**config.mk**
```make
export PLATFORM = sky130hd
export DESIGN_NAME = mem_ctrl
export DESIGN_NICKNAME = d
export VERILOG_FILES = /design/src/rtl/mem_ctrl.sv
export SDC_FILE = /design/constraint.sdc
export NUM_CORES = 1
export LEC_CHECK = 0
export CORE_MARGIN = 5
export CORE_UTILIZATION = 50
export CTS_BUF_LIST = sky130_fd_sc_hd__clkbuf_8
export CTS_CLUSTER_SIZE = 8
export DETAILED_ROUTE_END_ITERATION = 12
export DONT_BUFFER_PORTS = 1
export PLACE_DENSITY_LB_ADDON = 0.05
export SETUP_SLACK_MARGIN = 0.1
export SYNTH_ARGS = -nofsm -noshare
export SYNTH_HDL_FRONTEND = slang
export SYNTH_SLANG_ARGS = --single-unit
export TNS_END_PERCENT = 50
```
**constraint.sdc**
```tcl
create_clock -name clk_in -period 3.55 [get_ports clk_in]
set_input_delay 0.71 -clock clk_in [delete_from_list [all_inputs] [get_ports clk_in]]
set_output_delay 0.71 -clock clk_in [all_outputs]
set_load 0.03 [all_outputs]
```
**src/rtl/mem_ctrl.sv**
```systemverilog
// mem_ctrl: byte-serial memory controller sitting between the IF and MEM
// pipeline stages and a single 8-bit synchronous RAM port.
//
// A word fetch from IF or a 1/2/4-byte load/store from MEM is accepted in
// IDLE (MEM wins ties) and then sequenced one byte per cycle, little-endian.
// Loads and fetches are assembled into a 32-bit word, zero-extended, and
// returned with a one-cycle done pulse for the owning requester. The module
// also drives the IF/MEM stall requests for the stall bus.
//
// Ports:
//   clk_in, rst_in                  clock, synchronous active-high reset
//   if_req_i / if_addr_i            fetch request (held until if_done_o)
//   if_inst_o / if_done_o           fetched word and its completion pulse
//   if_stall_req_o                  IF stall request (combinational)
//   mem_req_i / mem_we_i            access request, 1 = store
//   mem_addr_i / mem_wdata_i        base address, store data (low bytes)
//   mem_len_i                       byte count 1/2/4 (other codes -> 4)
//   mem_rdata_o / mem_done_o        load data and its completion pulse
//   mem_stall_req_o                 MEM stall request (combinational)
//   ram_din_i                       RAM read byte, valid one cycle after addr
//   ram_dout_o / ram_addr_o         RAM write byte and byte address
//   ram_wr_o                        RAM write strobe
module mem_ctrl #(
  parameter int ADDR_WIDTH  = 32,
  parameter int RAM_LATENCY = 1
) (
  input  logic                  clk_in,
  input  logic                  rst_in,
  input  logic                  if_req_i,
  input  logic [ADDR_WIDTH-1:0] if_addr_i,
  output logic [31:0]           if_inst_o,
  output logic                  if_done_o,
  output logic                  if_stall_req_o,
  input  logic                  mem_req_i,
  input  logic                  mem_we_i,
  input  logic [ADDR_WIDTH-1:0] mem_addr_i,
  input  logic [31:0]           mem_wdata_i,
  input  logic [2:0]            mem_len_i,
  output logic [31:0]           mem_rdata_o,
  output logic                  mem_done_o,
  output logic                  mem_stall_req_o,
  input  logic [7:0]            ram_din_i,
  output logic [7:0]            ram_dout_o,
  output logic [ADDR_WIDTH-1:0] ram_addr_o,
  output logic                  ram_wr_o
);

  typedef enum logic [1:0] {IDLE, READ, WRITE} state_t;

  // Read data for the address presented in cycle t arrives in cycle t+LAT.
  localparam logic [2:0] LAT = 3'(RAM_LATENCY);

  state_t                state_q;
  logic [2:0]            cnt_q;
  logic [2:0]            len_q;
  logic                  owner_mem_q;
  logic [ADDR_WIDTH-1:0] base_q;
  logic [31:0]           wdata_q;
  logic [31:0]           rbuf_q;
  logic [31:0]           rbuf_d;
  logic [31:0]           if_inst_q;
  logic [31:0]           mem_rdata_q;
  logic                  if_done_q;
  logic                  mem_done_q;
  logic [7:0]            ram_dout_q;
  logic [ADDR_WIDTH-1:0] ram_addr_q;
  logic                  ram_wr_q;

  logic [2:0]            len_dec;
  logic [2:0]            cnt_nx;
  logic [2:0]            byte_idx;
  logic                  accept;
  logic [ADDR_WIDTH-1:0] acc_addr;

  assign len_dec  = (mem_len_i == 3'd1 || mem_len_i == 3'd2) ? mem_len_i : 3'd4;
  assign cnt_nx   = cnt_q + 3'd1;
  assign byte_idx = cnt_q - LAT;
  // A requester is still lowering its request during its done cycle, so
  // nothing is accepted while either done pulse is high.
  assign accept   = (mem_req_i | if_req_i) & ~if_done_q & ~mem_done_q;
  assign acc_addr = mem_req_i ? mem_addr_i : if_addr_i;

  // Read buffer with the byte arriving this cycle merged in.
  always_comb begin
    rbuf_d = rbuf_q;
    if (cnt_q >= LAT) begin
      case (byte_idx)
        3'd0:    rbuf_d[7:0]   = ram_din_i;
        3'd1:    rbuf_d[15:8]  = ram_din_i;
        3'd2:    rbuf_d[23:16] = ram_din_i;
        3'd3:    rbuf_d[31:24] = ram_din_i;
        default: rbuf_d        = rbuf_q;
      endcase
    end
  end

  always_ff @(posedge clk_in) begin
    if (rst_in) begin
      state_q     <= IDLE;
      cnt_q       <= 3'd0;
      len_q       <= 3'd0;
      owner_mem_q <= 1'b0;
      base_q      <= '0;
      wdata_q     <= 32'd0;
      rbuf_q      <= 32'd0;
      if_inst_q   <= 32'd0;
      mem_rdata_q <= 32'd0;
      if_done_q   <= 1'b0;
      mem_done_q  <= 1'b0;
      ram_dout_q  <= 8'd0;
      ram_addr_q  <= '0;
      ram_wr_q    <= 1'b0;
    end else begin
      if_done_q  <= 1'b0;
      mem_done_q <= 1'b0;
      case (state_q)
        IDLE: begin
          if (accept) begin
            cnt_q       <= 3'd0;
            owner_mem_q <= mem_req_i;
            len_q       <= mem_req_i ? len_dec : 3'd4;
            base_q      <= acc_addr;
            wdata_q     <= mem_wdata_i;
            rbuf_q      <= 32'd0;
            ram_addr_q  <= acc_addr;
            if (mem_req_i && mem_we_i) begin
              state_q    <= WRITE;
              ram_wr_q   <= 1'b1;
              ram_dout_q <= mem_wdata_i[7:0];
            end else begin
              state_q    <= READ;
              ram_wr_q   <= 1'b0;
              ram_dout_q <= 8'd0;
            end
          end
        end
        READ: begin
          rbuf_q <= rbuf_d;
          if (cnt_q == len_q) begin
            state_q    <= IDLE;
            ram_addr_q <= '0;
            if (owner_mem_q) begin
              mem_rdata_q <= rbuf_d;
              mem_done_q  <= 1'b1;
            end else begin
              if_inst_q <= rbuf_d;
              if_done_q <= 1'b1;
            end
          end else begin
            cnt_q      <= cnt_nx;
            ram_addr_q <= base_q + ADDR_WIDTH'(cnt_nx);
          end
        end
        WRITE: begin
          if (cnt_nx == len_q) begin
            state_q    <= IDLE;
            ram_wr_q   <= 1'b0;
            ram_addr_q <= '0;
            ram_dout_q <= 8'd0;
            mem_done_q <= 1'b1;
          end else begin
            cnt_q      <= cnt_nx;
            ram_addr_q <= base_q + ADDR_WIDTH'(cnt_nx);
            ram_dout_q <= 8'(wdata_q >> {cnt_nx, 3'b000});
          end
        end
        default: begin
          state_q  <= IDLE;
          ram_wr_q <= 1'b0;
        end
      endcase
    end
  end

  assign if_inst_o       = if_inst_q;
  assign if_done_o       = if_done_q;
  assign mem_rdata_o     = mem_rdata_q;
  assign mem_done_o      = mem_done_q;
  assign ram_dout_o      = ram_dout_q;
  assign ram_addr_o      = ram_addr_q;
  assign ram_wr_o        = ram_wr_q;
  assign if_stall_req_o  = if_req_i & ~if_done_q;
  assign mem_stall_req_o = mem_req_i & ~mem_done_q;

endmodule

```
After elaboration in Yosys (flattened, before gate mapping). Cells that the tools add are included.

Word-level logic and storage cells: 96. Flip-flop bits (word level): 212.

Multiplexer cells: 36. Shift operators: 1. Order comparisons: 1. Add/subtract/negate cells: 3. Eq/ne operators: 14. Reductions and logical operators: 17. Bitwise logic cells: 10.

Operator list (number): $mux W32 (6); $pmux W32 S3 (1); $pmux W32 S2 (1); $mux W8 (7); $add A32 B3 Y32 (1); $shr A32 B6 Y8 (1); $pmux W8 S2 (1); $mux W3 (5); $reduce_and A3 Y1 (4); $ne A2 B2 Y1 const B (5); $eq A3 B2 Y1 const B (3); $pmux W3 S3 (1); $mux W2 (4); $reduce_and A2 Y1 (4); $mux W1 (7); $eq A3 B1 Y1 const B (2); $eq A3 B3 Y1 (2); $pmux W2 S3 (1); $not A1 Y1 (5); $and A1 B1 Y1 (4); $reduce_and A4 Y1 (1); $reduce_bool A2 Y1 (2); $add A3 B1 Y3 const B (1); $ge A3 B1 Y1 const B (1); other kinds (12) (12).

Longest topological paths before layout. Gate-level depths: netlist of run 1.

Word-level depth: 5. Depth in mapped cells: 12. Gate-level depth less buffers: 9.

Least setup slack after synthesis of run 1. OpenSTA, ideal clock, no wires.

Kind: register -> register. Start point: register cnt_q[0]. End point: register ram_addr_q[24], in the netlist ram_addr_o[24]. Cell stages (with the launch flop): 12. Clock period less this slack: 3.393 ns. Library setup time: 0.091 ns. Setup slack: 0.157 ns. Arrival: 3.302 ns. Cell sequence: dfxtp_1 -> clkbuf_1 -> inv_1 -> ha_1 -> buf_2 -> inv_1 -> fa_1 -> nor2b_1 -> o2111ai_2 -> or3_1 -> a22o_1 -> a311oi_1.

Cells in the longest elaborated chain, start to end: 4.

Ends and longest elaborated chain: from (decl) (line 54) `logic [2:0] cnt_q;`; from (signal assigned) (line 150) `cnt_q <= cnt_nx;`; from (signal assigned) (line 162) `cnt_q <= cnt_nx;`; $add A3 B1 Y3 (line 76) `assign cnt_nx = cnt_q + 3'd1;`; $add A32 B3 Y32 or $eq A3 B3 Y1 (tied branches) (line 151, 163, 155); $mux W32, on equally long branches (line 155, 139); $pmux W32 S3 * (line 116) `case (state_q)`; to (signal assigned) (line 125) `ram_addr_q <= acc_addr;`; to (signal assigned) (line 151) `ram_addr_q <= base_q + ADDR_WIDTH'(cnt_nx);`; to (signal assigned) (line 163) `ram_addr_q <= base_q + ADDR_WIDTH'(cnt_nx);`; to (decl) (line 66) `logic [ADDR_WIDTH-1:0] ram_addr_q;`.

Mark *: on every way between the ends. The rest lies on a longest branch, timed or not. A chain may end at the register's enable or synchronous reset.

Worst setup path after layout of run 1.
Start point: register cnt_q[0]. End point: register ram_addr_q[21], in the netlist ram_addr_o[21].

Same word-level chain as after synthesis.

==> summary.md, run 1 <==
| Metric | Value |
|---|---|
| Synth async-reset ratio | 0% |
| Synth top area share | 43.6% |
| Final setup violation count | 0 |
| Initial Util | 50.3% |
| Setup TNS | 0 ns |
| IO Port Bufs | 0 |
| H-tree levels | 2 |
| Post-CTS Repair Setup Buffers | 0 |
| Required @ worst endpoint | around 4 ns |
| Antenna cells | 0 |
| Final GP Congestion | 0.810 |
| Crit path time final | 3.12 ns |
| Max Clock Skew | 0.0120 ns |
| Mapped cell area | between 0.009 and 0.01 mm2 |
| Worst vdd ir | 291 uV |
| Post-DP HPWL | between 15000 and 20000 um |
| RSZ-0062 raised after global routing | no |
| Via-to-Cell Ratio | 5.67 |
| Cell taking the most area after synthesis | dfxtp_1 |
| Hold path start | rst_in |
| Synthesized instance count | around 1100 |
| Reg2Reg Launch Point | cnt_q[0] |
| Total global-route track usage | 21.7% |
| Vias in the first global route | slightly above 7000 |
| CTS tree | built |
| First-pass GRT wire length | 39300 um |
| Synth Warn # | 0 |
| Startpoint class of the critical path | register |
| Period utilization | 87.9% |
| DR iter-0 viols | 367 |
| Resized Gates After CTS | 0 |
| CTS root buf | clkbuf_8 |
| Main synth FF type | dfxtp_1 |
| Share of cells above drive strength 1 | a little over 8% |
| Yosys reg bits | about 210 |
| CP endpoint kind | register |
| Hold Buf Count CTS | 0 |
| Register area share after synthesis | a little over two fifths |
| Critical path arrival | approximately 3.6 ns |
| Worst hold stages | 1 |
| Initial antenna violation count | 0 |
| Clk Latency, worst-skew pair | around 0.52 ns |
| Final ANT Viol Nets | 0 |
| Least-Margin Pin Slew | 0.715 ns |
| # IOs | around 220 |
| Syn Nets | roughly 1200 |
| Hold Fails Final Rpt | 0 |
| Drt pass-1 iters | 4 |
| Reg2reg end | ram_addr_o[21] |
| Final Util | roughly 54% |
| Clk slew on worst S/H paths | ~0.060 ns |
| Gr ovfl total | 0 |
| Status | finished, final reports clean |
| Register area | 0.00424 mm2 |
| Row count | between 50 and 60 |
| Min-delay worst type | in2reg |
| Total vias in the final route | approximately 7700 |
| Core Region | 0.0193 mm2 |
| Final-stage net count | 1192 |
| Leak pwr | 3.80 nW |
| PD cells | 622 mW/mm2 |
| WL per Instance | around 18 um |
| CTS sink cnt | 212 |
| R2R cell count | 9 |
| Netlist cell types | between 60 and 70 |
| Slew Limit Fails | 0 |
| F_max | 0.321 GHz |
| R2R setup slack | about 0.43 ns |
| WHS Endpoint | if_inst_o[2] |
| Clock Path Buffers | 3 |
| Slew Limit Headroom | 52.4% |
| MaxCap Viol Count | 0 |
| Die Wd | 150 um |
| Largest net degree at the start of global routing | approximately 210 |
| Crit Path Class | reg2reg |
| Num CTS Buffers | 38 |
| Max FO, Critical Path | 18 |
| Fillers | 1900 |
| Post-synth EDFFs | 0 |
| Multi-input gate area | between 0.005 and 0.006 mm2 |
| Area growth, synth to finish | 7.34% |
| Synth area leaders | dfxtp_1 44%, a211oi_1 10%, nor2_1 8.6% |
| Die area | between 0.02 and 0.025 mm2 |
| Total Routed Length | between 20000 and 30000 um |
| Die height | about 150 um |
| # DRC | 0 |
| Synth Area per Inst | 8.76 um2 |
[Yosys cell counts, drive strengths merged, types with 3 or more instances]
cell / number
o31a: 8
xor2: 8
a22oi: 34
nand2: 81
a21o: 4
o31ai: 3
nor2b: 13
nor2: 225
buf: 33
nor4: 7
a211oi: 135
and4: 6
ha: 12
a21oi: 47
nand3: 9
nand2b: 4
nor3: 26
and3: 8
dfxtp: 212
inv: 15
nand4: 8
o21ai: 23
xnor2: 11
mux4: 8
clkbuf: 63
o21a: 9
mux2i: 68
or3: 4
[cell usage in the layout, fill, tap and decap left out, types with 9 or more instances in the layout]
cell type  instances
a211oi_1         135
dfxtp_1          212
o21ai_1           16
a22oi_1           34
nand3_1            9
mux2i_1           68
clkbuf_8          46
nand2_1           80
ha_1              12
nor3_1            25
nor2_1           222
inv_1             28
buf_4             11
xnor2_1           11
o21a_1             9
nor2b_1           13
a21oi_1           47
[power by group]
group	leakage, nW	switching [W]	internal, W	total [W]
registers	1.74	0.000550	0.00266	0.00321
logic	1.65	0.000701	0.000456	0.00116
clock network	0.412	0.000964	0.00116	0.00213
[metal layers]
layer | vias to the layer above | GRT usage [%] | part of all wire, %
li1 | 3880 | - | -
met1 | 3528 | 28.8 | 43
met2 | 222 | 34.6 | 47
met3 | 49 | 5.69 | 7.6
met4 | 0 | 6.82 | 2.3
met5 | - | 0 | 0
[worst max path at each step]
stage | startpoint | to
global placement | cnt_q[1] | ram_addr_o[21]
CTS | cnt_q[0] | ram_addr_o[21]
global route | cnt_q[0] | ram_addr_o[21]
finish | cnt_q[0] | ram_addr_o[21]
floorplan | cnt_q[0] | ram_addr_o[24]
detailed placement | cnt_q[1] | ram_addr_o[21]
[registers in the layout, indices dropped and copies added, names as in the netlist, 2 cells and up]
signal,count
if_inst_o,32
mem_rdata_o,32
rbuf_q,32
wdata_q,32
base_q,32
cnt_q,3
ram_addr_o,32
state_q,2
len_q,3
ram_dout_o,8
[worst max-delay path: stages (launching register included)]
cell and delay, ns:
dfxtp_1 0.42, ha_1 0.29, xnor2_1 0.19, inv_1 0.11, ha_1 0.34, a21oi_1 0.16, a2111o_1 0.75, or3_1 0.45
a21boi_1 0.16, o221a_1 0.19
[area by class of cell]
type	count	area share, %
flip-flops and latches	212	40.6
inverters	15	0.539
multi-input cells	788	47.9
repair buffers	12	0.982
clock inverters	17	0.683
well taps	265	3.17
clock buffers	46	6.06
[metrics by stage]
| stage | hold WS, ns | area [um2] | setup WS, ns | instances | total power [W] |
|---|---|---|---|---|---|
| after detailed placement | 0.442 | 9740 | 0.489 | 1292 | 0.00444 |
| after CTS | 0.242 | 10400 | 0.461 | 1355 | 0.00659 |
| after global placement | 0.439 | 9740 | 0.608 | 1292 | 0.00442 |
| after global routing | 0.236 | 10400 | 0.200 | 1355 | 0.00689 |
| final | 0.293 | 10400 | 0.430 | 1355 | 0.00650 |
| after floorplan | 0.433 | 9730 | 0.157 | 1111 | 0.00418 |
[kinds of logic after synthesis]
logic type	after synthesis	share of synthesized area (%)
DFF	212	43.6
muxes	76	8.84
AOI/OAI and AO/OA	277	20.3
xor gates and xnor gates	20	1.95
and+or+nand+nor	402	18.5
adders and majority gates	13	1.75
buffers and inverters	111	5.03
Power figures use the tool's default switching activity.
==> run 2, diff against run 1 <==
--- a/config.mk
+++ b/config.mk
@@ -11,7 +11,7 @@
 export CTS_CLUSTER_SIZE = 8
 export DETAILED_ROUTE_END_ITERATION = 12
 export DONT_BUFFER_PORTS = 1
-export PLACE_DENSITY_LB_ADDON = 0.05
+export PLACE_DENSITY = 0.66
 export SETUP_SLACK_MARGIN = 0.1
 export SYNTH_ARGS = -nofsm -noshare
 export SYNTH_HDL_FRONTEND = slang
==> run 2 against run 1 <==
Effect of this change:
- clock power rose by 4%
- clock-buffer cell count up 4
- sequential share of layout area shrank 0.18 points
- critical path depth unchanged
- design area is 0.46% higher
- sequential power about the same
- global-route usage is 0.22 points lower
- critical path type unchanged
- highest routed layer unchanged
==> summary.md, run 2 (synthesis results as in run 1) <==
| Metric | Value |
|---|---|
| R2R setup slack | between 0.4 and 0.5 ns |
| Area growth, synth to finish | 7.83% |
| Hold path start | rst_in |
| Hold Fails Final Rpt | 0 |
| Worst path most repeated cell | ha_1 |
| Pint | between 0.004 and 0.005 W |
| CTS tree | built |
| Post-CTS Repair Setup Buffers | 0 |
| Final GP Congestion | about 0.84 |
| Leak pwr | 3.83 nW |
| Placed instance count | about 1300 |
| IO Port Bufs | 0 |
| R2R cell count | 9 |
| Clk slew on worst S/H paths | around 0.06 ns |
| Worst Hold Slack | between 0.3 and 0.4 ns |
| Share of cells above drive strength 1 | 8.68% |
| DR iter-0 viols | 468 |
| Max FO, Critical Path | 18 |
| Slew Limit Headroom | 51.2% |
| Period utilization | 85.9% |
| Setup TNS | 0 ns |
| Die area | 0.0224 mm2 |
| Crit path time final | a little over 3 ns |
| Startpoint class of the critical path | register |
| Post-DP HPWL | between 15000 and 20000 um |
| First-pass GRT wire length | 39100 um |
| Initial antenna violation count | 0 |
| WHS Endpoint | rbuf_q[3] |
| CP endpoint kind | register |
| Crit Path Class | reg2reg |
| Status | finished, final reports clean |
| Commonest non-fill, non-tap cell in the layout | nor2_1 |
| F_max | around 0.33 GHz |
| Max Clock Skew | approximately 0.024 ns |
| Total Routed Length | 24500 um |
| Initial Util | 50.3% |
| Reg2reg end | ram_addr_o[21] |
| Fillers | ~1800 |
| Row count | between 50 and 60 |
| Clk network pwr share | between 30% and 40% |
| CTS sink cnt | 212 |
| # DRC | 0 |
| Final-stage net count | 1194 |
| Flop pwr share | between 40% and 50% |
| Hold Buf Count CTS | 0 |
| Critical path arrival | 3.51 ns |
| Largest net degree at the start of global routing | around 210 |
| Slew Limit Fails | 0 |
| Clk Latency, worst-skew pair | 0.52 ns |
| Final ANT Viol Nets | 0 |
| Least-Margin Pin Slew | roughly 0.73 ns |
| Psw | about 0.0022 W |
| Reg2Reg Launch Point | cnt_q[1] |
| Core Region | 0.0193 mm2 |
| Num CTS Buffers | 39 |
| Comb pwr share | between 15 and 20% |
| Die Wd | roughly 150 um |
| WL per Instance | about 18 um |
| MaxCap Viol Count | 0 |
| Via-to-Cell Ratio | 5.64 |
| Switching share of power | about a third |
| Min-delay worst type | in2reg |
| Required @ worst endpoint | between 4 and 5 ns |
| CP cell instances | ha_1 > xnor2_1 > inv_1 > ha_1 > nand3_1 > a2111o_1 > or3_1 > a21boi_1 > o221a_1 |
| Total vias in the final route | 7674 |
| Antenna cells | 0 |
| Vias in the first global route | 7227 |
| Max incr delay on CP | ~0.69 ns |
| Worst vdd ir | about 340 uV |
| CP max-delay cell | a2111o_1 |
| RSZ-0062 raised after global routing | no |
| Drt pass-1 iters | 5 |
| # IOs | approximately 220 |
| PD cells | 628 mW/mm2 |
| Layout Cells excl Fill | 1360 |
| Overall power | 0.00659 W |
| Final setup violation count | 0 |
| CTS root buf | clkbuf_8 |
| Commonest cells after routing, fill and taps aside | 222 x nor2_1, 212 x dfxtp_1, 135 x a211oi_1, 80 x nand2_1, 68 x mux2i_1 |
| Gr ovfl total | 0 |
| Worst hold stages | 1 |
| Resized Gates After CTS | 0 |
| Clock Path Buffers | 3 |
| Total global-route track usage | around 21% |
| Die height | 150 um |
| H-tree levels | 2 |
run 2: area by class of cell:
type	count	area [um2]	share of cell area, %
well taps	265	332	3.16
multi-input cells	788	5010	47.7
inverters	15	56.3	0.536
clock buffers	50	688	6.56
repair buffers	13	97.6	0.930
clock inverters	17	68.8	0.656
flip-flops and latches	212	4240	40.4
run 2: power groups by stage:
stage | combinational, W | clock [W] | sequential [W]
after detailed placement | 0.00116 | 0 | 0.00327
final | 0.00115 | 0.00222 | 0.00322
after global routing | 0.00131 | 0.00240 | 0.00326
after global placement | 0.00114 | 0 | 0.00327
after floorplan | 0.00100 | 0 | 0.00318
after CTS | 0.00117 | 0.00230 | 0.00322
run 2: layer usage:
metal,share of wire [%],global-route usage (%),vias up
met2,48,34.5,224
met1,43,28.3,3531
li1,-,-,3891
met3,7.9,6.33,28
met5,0,0,-
met4,1.6,5.63,0
run 2: metrics by stage:
step           setup slack [ns]  util, %  instance area [um2]
4_1_cts                   0.516     54.3                10500
5_1_grt                   0.264     54.3                10500
3_3_place_gp              0.631     50.4                 9740
2_1_floorplan             0.157        -                 9730
6_report                  0.499     54.3                10500
3_5_place_dp              0.538     50.4                 9740
run 2: worst max-delay path: cells and delay by family (launching register included):
family,cells,cell delay [ns]
DFF,1,0.41
xor gates and xnor gates,1,0.19
adders and majority gates,2,0.63
buffers and inverters,1,0.11
and+or+nand+nor,2,0.64
AOI/OAI and AO/OA,3,1.02
run 2: how the worst max path moves through the flow:
stage                     depth (start not counted)              to     start
after floorplan                                  11  ram_addr_o[24]  cnt_q[0]
after global placement                            9  ram_addr_o[21]  cnt_q[0]
after detailed placement                          9  ram_addr_o[21]  cnt_q[1]
after CTS                                         9  ram_addr_o[21]  cnt_q[1]
after global routing                              9  ram_addr_o[15]  cnt_q[1]
final                                             9  ram_addr_o[21]  cnt_q[1]
==> run 3, diff against run 2 <==
--- a/config.mk
+++ b/config.mk
@@ -5,13 +5,13 @@
 export SDC_FILE = /design/constraint.sdc
 export NUM_CORES = 1
 export LEC_CHECK = 0
+export BUFFER_PORTS_ARGS = -buffer_cell sky130_fd_sc_hd__buf_2
 export CORE_MARGIN = 5
 export CORE_UTILIZATION = 50
 export CTS_BUF_LIST = sky130_fd_sc_hd__clkbuf_8
 export CTS_CLUSTER_SIZE = 8
 export DETAILED_ROUTE_END_ITERATION = 12
-export DONT_BUFFER_PORTS = 1
-export PLACE_DENSITY = 0.66
+export PLACE_DENSITY = 0.76
 export SETUP_SLACK_MARGIN = 0.1
 export SYNTH_ARGS = -nofsm -noshare
 export SYNTH_HDL_FRONTEND = slang
==> run 3 against run 2 <==
Effect of this change:
- via count is 13% higher
- sequential cell count unchanged
- critical path depth unchanged
- register-to-register slack about the same
- sequential share of layout area is 3.9 points lower
- utilization is 5.9 points higher
- cell count is 16% higher
- die area unchanged
- clock power shrank 5%
- power increased by 2.5%
- non-clock buffer count increased by 226
- critical endpoint unchanged
- largest power group unchanged
- highest routed layer is now met5
==> summary.md, run 3 (synthesis results as in run 1) <==
| Metric | Value |
|---|---|
| Pint | 0.00443 W |
| CTS sink cnt | about 210 |
| PD cells | 580 mW/mm2 |
| Max incr delay on CP | between 0.7 and 0.8 ns |
| CTS root buf | clkbuf_8 |
| Max Clock Skew | 0.0191 ns |
| Commonest cells after routing, fill and taps aside | 222 x nor2_1, 219 x buf_2, 212 x dfxtp_1, 135 x a211oi_1, 80 x nand2_1 |
| Initial Util | roughly half |
| Slew Limit Fails | 0 |
| Fin area | between 0.01 and 0.015 mm2 |
| Placed cell areas | about 0.011 mm2 |
| DRT met1 WL | ~11000 um |
| Critical path arrival | 3.53 ns |
| Worst path most repeated cell | ha_1 |
| Clk network pwr share | between 30% and 40% |
| Post-CTS Repair Setup Buffers | 0 |
| R2R cell count | 9 |
| Period utilization | 86.3% |
| Switching share of power | between 30% and 40% |
| Total Routed Length | 25800 um |
| CP cell instances | ha_1 > xnor2_1 > inv_1 > ha_1 > a21oi_1 > a2111o_1 > or3_1 > a21boi_1 > o221a_1 |
| Max FO, Critical Path | 18 |
| Clock Path Buffers | 3 |
| First-pass GRT wire length | 41400 um |
| Layout Cells excl Fill | ~1600 |
| Leak pwr | around 4.8 nW |
| Multi-input gate area | 0.00501 mm2 |
| Total vias in the final route | approximately 8700 |
| Met2 WL | about 12000 um |
| Die area | approximately 0.022 mm2 |
| Final GP Congestion | 0.874 |
| Final setup violation count | 0 |
| Least-Margin Pin Slew | approximately 0.85 ns |
| Worst hold stages | 3 |
| # DRC | 0 |
| CTS tree | built |
| Final ANT Viol Nets | 0 |
| Area growth, synth to finish | 19.5% |
| Resized Gates After CTS | 0 |
| Register area | roughly 0.0042 mm2 |
| Die height | ~150 um |
| Min-delay worst type | in2reg |
| Status | finished, final reports clean |
| Share of cells above drive strength 1 | a little under a quarter |
| Total global-route track usage | between 20 and 25% |
| F_max | approximately 0.33 GHz |
| Crit Path Class | reg2reg |
| Vias in the first global route | a little over 8000 |
| Met3 wire len | 1880 um |
| Die Wd | between 100 and 150 um |
| Flop pwr share | a little over two fifths |
| Drt pass-1 iters | 5 |
| Overall power | between 0.006 and 0.007 W |
| Psw | between 0.002 and 0.0025 W |
| Worst vdd ir | 289 uV |
| Row count | about 50 |
| Delay-heaviest family, CP | compound AO/OA/AOI/OAI gates |
| Gr ovfl total | 0 |
| Commonest non-fill, non-tap cell in the layout | nor2_1 |
| MaxCap Viol Count | 0 |
| Hold Fails Final Rpt | 0 |
| CP endpoint kind | register |
| Initial antenna violation count | 1 |
| Top Layer Used | met5 |
| Core Region | ~0.019 mm2 |
| Clk Latency, worst-skew pair | ~0.52 ns |
| Worst path depth | 9 |
| DR iter-0 viols | about 520 |
| Final-stage net count | roughly 1400 |
| CP max-delay cell | a2111o_1 |
| Setup TNS | 0 ns |
| H-tree levels | 2 |
| Slew Limit Headroom | between 40 and 50% |
| WL per Instance | 16.3 um |
| Required @ worst endpoint | between 4 and 5 ns |
| # IOs | approximately 220 |
| Buf/Inv on CP | 1 |
| Crit path time final | about 3.1 ns |
| Via-to-Cell Ratio | about 5.5 |
| Clk slew on worst S/H paths | approximately 0.06 ns |
| Placed instance count | 1519 |
| Fillers | ~1800 |
| Antenna cells | 0 |
| Num CTS Buffers | 36 |
| Comb pwr share | a little over a quarter |
| IO Port Bufs | 220 |
| Post-DP HPWL | between 15000 and 20000 um |
| Startpoint class of the critical path | register |
| RSZ-0062 raised after global routing | no |
| Largest net degree at the start of global routing | about 110 |
| Hold Buf Count CTS | 0 |
run 3: cell count changes in the layout (fill, tap and decap cells not counted), moves of 2 or more:
cell,change
buf_12,+4
buf_4,+2
buf_2,+219
clkinv_2,-2
clkbuf_8,-4
run 3: routing by layer:
layer  vias to the layer above  track usage [%]
met5                         -                0
met2                       308             36.6
met1                      3978             30.2
met4                         2             5.90
met3                        44             4.75
li1                       4324                -
run 3: per-stage QoR:
stage / utilization, % / worst slack (ns) / hold WS [ns]
2_1_floorplan: - / 0.157 / 0.433
3_3_place_gp: 56.6 / 0.631 / 0.440
3_5_place_dp: 56.6 / 0.514 / 0.447
4_1_cts: 60.1 / 0.496 / 0.410
5_1_grt: 60.1 / 0.276 / 0.412
6_report: 60.1 / 0.487 / 0.432
run 3: path summary, 6_finish.rpt:
| kind | to | start | slack [ns] |
|---|---|---|---|
| setup reg to reg | ram_addr_o[21] | cnt_q[1] | 0.49 |
| setup / recovery | ram_addr_o[21] | cnt_q[1] | 0.49 |
| hold / removal | wdata_q[10] | mem_wdata_i[10] | 0.43 |
| hold reg to reg | wdata_q[22] | wdata_q[22] | 0.45 |
run 3: area by class of cell:
type | instances | share of cell area, %
clock buffers | 46 | 5.45
clock inverters | 14 | 0.474
inverters | 15 | 0.484
multi-input cells | 788 | 43.1
flip-flops and latches | 212 | 36.5
well taps | 265 | 2.85
repair buffers | 239 | 11.2
run 3: worst min-delay path, cell delays in order:
cell,delay (ns)
buf_2,0.09
nand2_1,0.04
a21oi_1,0.05
run 3: power groups by stage:
stage	Clock, W	Combinational [W]	Sequential [W]
floorplan	0	0.00100	0.00318
global placement	0	0.00174	0.00292
detailed placement	0	0.00178	0.00292
CTS	0.00214	0.00178	0.00288
global route	0.00227	0.00194	0.00291
finish	0.00210	0.00177	0.00288
